**config.mk**
```make
export PLATFORM = sky130hd
export DESIGN_NAME = fetch_stage
export DESIGN_NICKNAME = d
export VERILOG_FILES = /design/src/rtl/fetch_stage.sv
export SDC_FILE = /design/constraint.sdc
export NUM_CORES = 1
export LEC_CHECK = 0
export CAP_MARGIN = 30
export CORE_ASPECT_RATIO = 1.1
export CORE_UTILIZATION = 35
export DETAILED_ROUTE_END_ITERATION = 7
export PLACE_DENSITY = 0.62
export SLEW_MARGIN = 20
export SYNTH_ARGS = -nofsm -noshare
export SYNTH_HDL_FRONTEND = slang
export SYNTH_SLANG_ARGS = --single-unit
```
**constraint.sdc**
```tcl
create_clock -name i_clk -period 2.4 [get_ports i_clk]
set_input_delay 0.48 -clock i_clk [delete_from_list [all_inputs] [get_ports i_clk]]
set_output_delay 0.48 -clock i_clk [all_outputs]
set_load 0.01 [all_outputs]
```
**src/rtl/fetch_stage.sv**
```systemverilog
// Instruction fetch stage: PC, one in-flight memory request and the IF/ID register.
// Define FETCH_PERF_CNT_EN to add saturating fetch/redirect performance counters.
module fetch_stage #(
  parameter int PC_W    = 8,
  parameter int INSTR_W = 16
) (
  input  logic               i_clk,
  input  logic               i_rst,
  input  logic               i_stall,
  input  logic               i_branch_taken,
  input  logic [PC_W-1:0]    i_branch_target,
  output logic [PC_W-1:0]    o_imem_addr,
  input  logic [INSTR_W-1:0] i_imem_data,
  output logic [INSTR_W-1:0] o_instr,
  output logic [3:0]         o_opcode,
  output logic [PC_W-1:0]    o_pc,
`ifdef FETCH_PERF_CNT_EN
  output logic [15:0]        o_fetch_cnt,
  output logic [15:0]        o_redirect_cnt,
`endif
  output logic               o_valid
);

  localparam logic [0:0] ST_FILL = 1'b0;
  localparam logic [0:0] ST_RUN  = 1'b1;

  logic [0:0]         state;
  logic [PC_W-1:0]    pc_p0;
  logic [PC_W-1:0]    req_pc_p0;
  logic               vld_p0;
  logic [INSTR_W-1:0] instr_p1;
  logic [PC_W-1:0]    pc_p1;
  logic               vld_p1;

  // While stalled, keep re-reading the in-flight address so the memory
  // output still holds that word when the stall releases.
  assign o_imem_addr = i_stall ? req_pc_p0 : pc_p0;

  // p0: PC and outstanding request
  always_ff @(posedge i_clk) begin
    if (i_rst) begin
      state     <= ST_FILL;
      pc_p0     <= '0;
      req_pc_p0 <= '0;
      vld_p0    <= 1'b0;
      instr_p1  <= '0;
      pc_p1     <= '0;
      vld_p1    <= 1'b0;
    end else if (i_branch_taken) begin
      pc_p0  <= i_branch_target;
      vld_p0 <= 1'b0;
      vld_p1 <= 1'b0;
      state  <= ST_RUN;
    end else if (!i_stall) begin
      if (state == ST_FILL) begin
        vld_p1 <= 1'b0;
        state  <= ST_RUN;
      end else begin
        // p1: IF/ID capture of the word returned for the outstanding request
        instr_p1 <= i_imem_data;
        pc_p1    <= req_pc_p0;
        vld_p1   <= vld_p0;
      end
      req_pc_p0 <= pc_p0;
      vld_p0    <= 1'b1;
      pc_p0     <= pc_p0 + 1'b1;
    end
  end

  assign o_instr  = instr_p1;
  assign o_opcode = instr_p1[INSTR_W-1 -: 4];
  assign o_pc     = pc_p1;
  assign o_valid  = vld_p1;

`ifdef FETCH_PERF_CNT_EN
  function automatic logic [15:0] sat_inc(input logic [15:0] cnt);
    return (cnt == 16'hFFFF) ? cnt : cnt + 16'd1;
  endfunction

  logic capture_vld;
  assign capture_vld = !i_branch_taken && !i_stall && (state == ST_RUN) && vld_p0;

  always_ff @(posedge i_clk) begin
    if (i_rst) begin
      o_fetch_cnt    <= '0;
      o_redirect_cnt <= '0;
    end else begin
      if (capture_vld)    o_fetch_cnt    <= sat_inc(o_fetch_cnt);
      if (i_branch_taken) o_redirect_cnt <= sat_inc(o_redirect_cnt);
    end
  end
`endif

endmodule

```
# After elaboration in Yosys (flattened, before gate mapping)
# Index checks and enable logic that the tools add are counted.
# word_totals
output_inout_bits,37
regBits,43
elab_cells,19
# classes
add_sub_neg,1
n_reduce_logical,2
eq_ne,1
bitwise_logic,2
n_mux,6
# op_table
operator,count
2-to-1 mux 8 bit,3
"adder 8 x 1 -> 8 bit, second input constant",1
2-to-1 mux 1 bit,3
AND reduction 3 bit,1
"!= test 2 x 1 -> 1 bit, second input constant",1
NOT 1 bit,2
OR reduction 2 bit,1

# Logic depth before layout (Yosys ltp)
# Gate-level depths: netlist (run 1).
# logic_depth
depth_word,3
mapped_depth,5
ltp_nobuf,4

# Worst setup path after synthesis (run 1)
# No wires, ideal clock.
# synth_timing
path_kind,input-to-output
from,input port i_stall
to,output port o_imem_addr[0]
arrival_ns,1.242
path_stages,3
t_required_ns,1.920
setup_slack_ns,0.678
path_cell_list,buf_2 -> buf_2 -> mux2_2
# synth_via
elab_chain_len,1
# synth_rtl
element,line,source
"start, declared",9,"input logic i_stall,"
2-to-1 mux 8 bit,--,
"end, declared",12,"output logic [PC_W-1:0] o_imem_addr,"
# Every way passes these cells.

# Worst setup path after layout (run 1)
# layout_timing
from,input port i_stall
to,output port o_imem_addr[6]
# Same word-level chain as after synthesis.

==> results.json, run 1 <==
{
  "vias": 1678,
  "dp_cells": 338,
  "cap_violations": 0,
  "syn-num-nets": 253,
  "min_from": "o_instr[2]",
  "ant_nets": 0,
  "dpl.hpwl_mm": 2.98,
  "mappedNetlistArea_sq_um": 1800,
  "crit_family": "buffers and inverters",
  "whs_ps": 453,
  "fmaxAchievable_mhz": 445,
  "power.density_nw_per_um2": 557,
  "clk_latency_ps": 300,
  "rows": 27,
  "chipHeight_um": 77.2,
  "cts.root.buffer_cell": "clkbuf_8",
  "drt_iter0_markers": 92,
  "place.gp.congestion": 0.795,
  "ctsHtreeMaxLevel": 2,
  "power_frac_clock_pct": 34.5,
  "crit_fanout": 3,
  "start_util_pct": 36.2,
  "drc": 0,
  "syn_inst": 224,
  "worst_slack_ps": 155,
  "crit_start": "i_stall",
  "worst-path-buf-inv": 3,
  "max-slew-margin-rel_pct": 67.0,
  "p_leak_nw": 0.951,
  "internal-power_mw": 1.11,
  "crit_chain": "clkdlybuf4s50_1 -> buf_4 -> mux2_2 -> dlygate4sd2_1",
  "tightestPinTransition_ps": 494,
  "drt_wl_total_mm": 4.21,
  "swShare_pct": 23.7,
  "power_switching_mw": 0.343,
  "die_x_um": 70.4,
  "finalCritPeriodShare_pct": 93.5,
  "min_period_ps": 2240,
  "viasPerCell": 4.85,
  "yosys_most_used_dff": "dfxtp_1",
  "portBuffers": 64,
  "yosysMostFrequentCell": "nand2_1",
  "critPathRequiredTime_ps": 1920,
  "crit_path_end": "o_imem_addr[6]",
  "synth_top_area_share_pct": 47.8,
  "ff2ff_path_depth": 4,
  "clock_path_buffers": 2,
  "critical_path_class": "in -> out",
  "hold_buffers": 0,
  "avgSynthCellArea_sq_um": 8.03,
  "reg2reg_to": "pc_p0[6]",
  "final_cells": 346,
  "setup_viol": 0,
  "grt_pass1_wl_mm": 7.27,
  "clock-sinks": 43,
  "synth_edf_count": 0,
  "grt_max_degree": 31,
  "cp_data_arrival_time_ps": 1760,
  "ys_warn_count": 0,
  "coreArea_sq_um": 4970,
  "hold_violations": 0,
  "synth_area_leaders": "dfxtp_1 (48%), nand2_1 (15%), a21oi_1 (9.5%), mux2_2 (5.6%), clkbuf_1 (1.9%)",
  "overflow": 0,
  "crit_path_start_kind": "input pin",
  "ir_drop_mv": 0.239,
  "clk_pin_slew_ps": 70,
  "drt_pass1_iterations": 5,
  "holdPathStages": 2,
  "pwr-share-comb_pct": 13.0,
  "area_delta_synth_final_pct": 44.7,
  "layout.nets": 316,
  "grt_pass1_vias": 1538,
  "synth-seq-cells": 43,
  "grt_util_all_layers_pct": 16.5,
  "drive_above_1_share_pct": 10.8,
  "cp_slowest_cell": "clkdlybuf4s50_1",
  "post-place-ws_ps": -62.5,
  "synthArstFlopShare_pct": 0,
  "finalPower_mw": 1.45,
  "dieArea_sq_um": 5430,
  "reg2reg_slack_ps": 840,
  "rsz0062_at_grt": "false",
  "tritoncts": "yes",
  "final.fill_count": 506,
  "slew_violations": 0,
  "antenna_cells": 0,
  "crit_cells": 4,
  "r2r-start": "pc_p0[0]",
  "postPlaceCellArea_sq_um": 2510,
  "yosys.area.top_type": "dfxtp_1",
  "hold_class": "reg -> reg",
  "pin_count": 65,
  "finClkSkew_ps": 6.14,
  "synth_cell_types": 32,
  "end_kind": "output port",
  "cpPeakStageDelay_ps": 520,
  "wl_per_cell_um": 12.2,
  "power_frac_seq_pct": 52.5,
  "status": "finished clean",
  "antenna_found_initial": 0,
  "numCtsBuffers": 5,
  "seq_area_frac_synth_pct": 47.8,
  "synthTopCellsByCount": "nand2_1 (74), dfxtp_1 (43), a21oi_1 (34)",
  "final_design_area_no_fill_sq_um": 2600
}
-- layout make-up --
class                      instances  area [sq um]  area share [%]
inverter                           5          18.8           0.721
multi-input combinational        156           827            31.8
clock buffer                       8           100            3.84
tap                               58          72.6            2.79
timing repair buffer              76           724            27.8
sequential                        43           861            33.1
-- how the worst min path moves through the flow --
| stage | to |
|---|---|
| finish | o_instr[2] |
| global route | o_instr[3] |
| CTS | o_instr[0] |
| detailed placement | o_instr[0] |
| global placement | o_pc[5] |
| floorplan | vld_p0 |
-- per-layer routing --
layer | part of all wire [%] | wire [um] | global-route usage [%]
met2 | 44 | 1870 | 25.8
met3 | 5.8 | 245 | 4.60
met4 | 1.2 | 52 | 5.40
met5 | 0 | 0 | 0
met1 | 48 | 2040 | 21.9
-- power groups by stage --
stage / combinational, mW / sequential [mW] / clock [mW]
floorplan: 0.0893 / 0.774 / 0
global placement: 0.194 / 0.778 / 0
detailed placement: 0.196 / 0.778 / 0
CTS: 0.192 / 0.761 / 0.518
global route: 0.208 / 0.766 / 0.550
finish: 0.189 / 0.761 / 0.500
-- stage by stage --
stage	utilization, %	TNS, ps
floorplan	-	0
global placement	50.5	-284
detailed placement	50.5	-342
CTS	52.4	0
global route	52.4	0
finish	52.4	0
-- placed cells by master (no fill, tap or decap), types with 2 or more instances in the layout --
| cell type | instances |
|---|---|
| mux2_2 | 9 |
| buf_4 | 11 |
| nor2_1 | 3 |
| clkdlybuf4s50_1 | 56 |
| clkbuf_8 | 7 |
| a211oi_1 | 3 |
| inv_1 | 5 |
| a31oi_1 | 3 |
| dfxtp_1 | 43 |
| a311oi_1 | 2 |
| nand3_1 | 5 |
| dlygate4sd2_1 | 8 |
| o21ai_0 | 2 |
| or3_1 | 3 |
| o211ai_1 | 2 |
| nand4b_1 | 2 |
| nand2_1 | 74 |
| a21oi_1 | 34 |
-- cell families (layout without fill, tap and decap cells) --
family	after synthesis	count (layout)	share of synthesized area (%)
compound gates	49	49	15.5
xor+xnor	2	2	0.974
fa+ha+maj	1	1	0.695
buf+inv	25	89	6.47
flops	43	43	47.8
mux	9	9	5.63
simple gates	95	95	22.9
-- what timing repair did --
action | in CTS | in global routing
setup buffers | 0 | 0
gates resized for setup | 9 | 0
setup endpoints to repair | 8 | 0
-- sequential cells by signal (all words and copies together) (netlist names) --
| register | flops |
|---|---|
| pc_p0 | 8 |
| o_valid | 1 |
| state | 1 |
| o_instr | 16 |
| o_pc | 8 |
| vld_p0 | 1 |
| req_pc_p0 | 8 |
-- tightest hold or removal path: cells and delay by family (launching register included) --
family	cells	cell delay (ps)
AOI/OAI and AO/OA	1	50
DFF	1	310
and+or+nand+nor	1	50
No activity file was read; power rests on OpenSTA's default activity.
==> inputs of run 2 (changes only) <==
Settings changed: CTS_CLUSTER_SIZE from default to 25, GPL_ROUTABILITY_DRIVEN from default to 0.
==> results of run 2 <==
Final layout, timing and power as in run 1 (identical DEF).
==> inputs of run 3 (changes only) <==
Settings changed: SLEW_MARGIN 20 to 30.
==> results of run 3 <==
Final layout, timing and power as in run 1 (identical DEF).
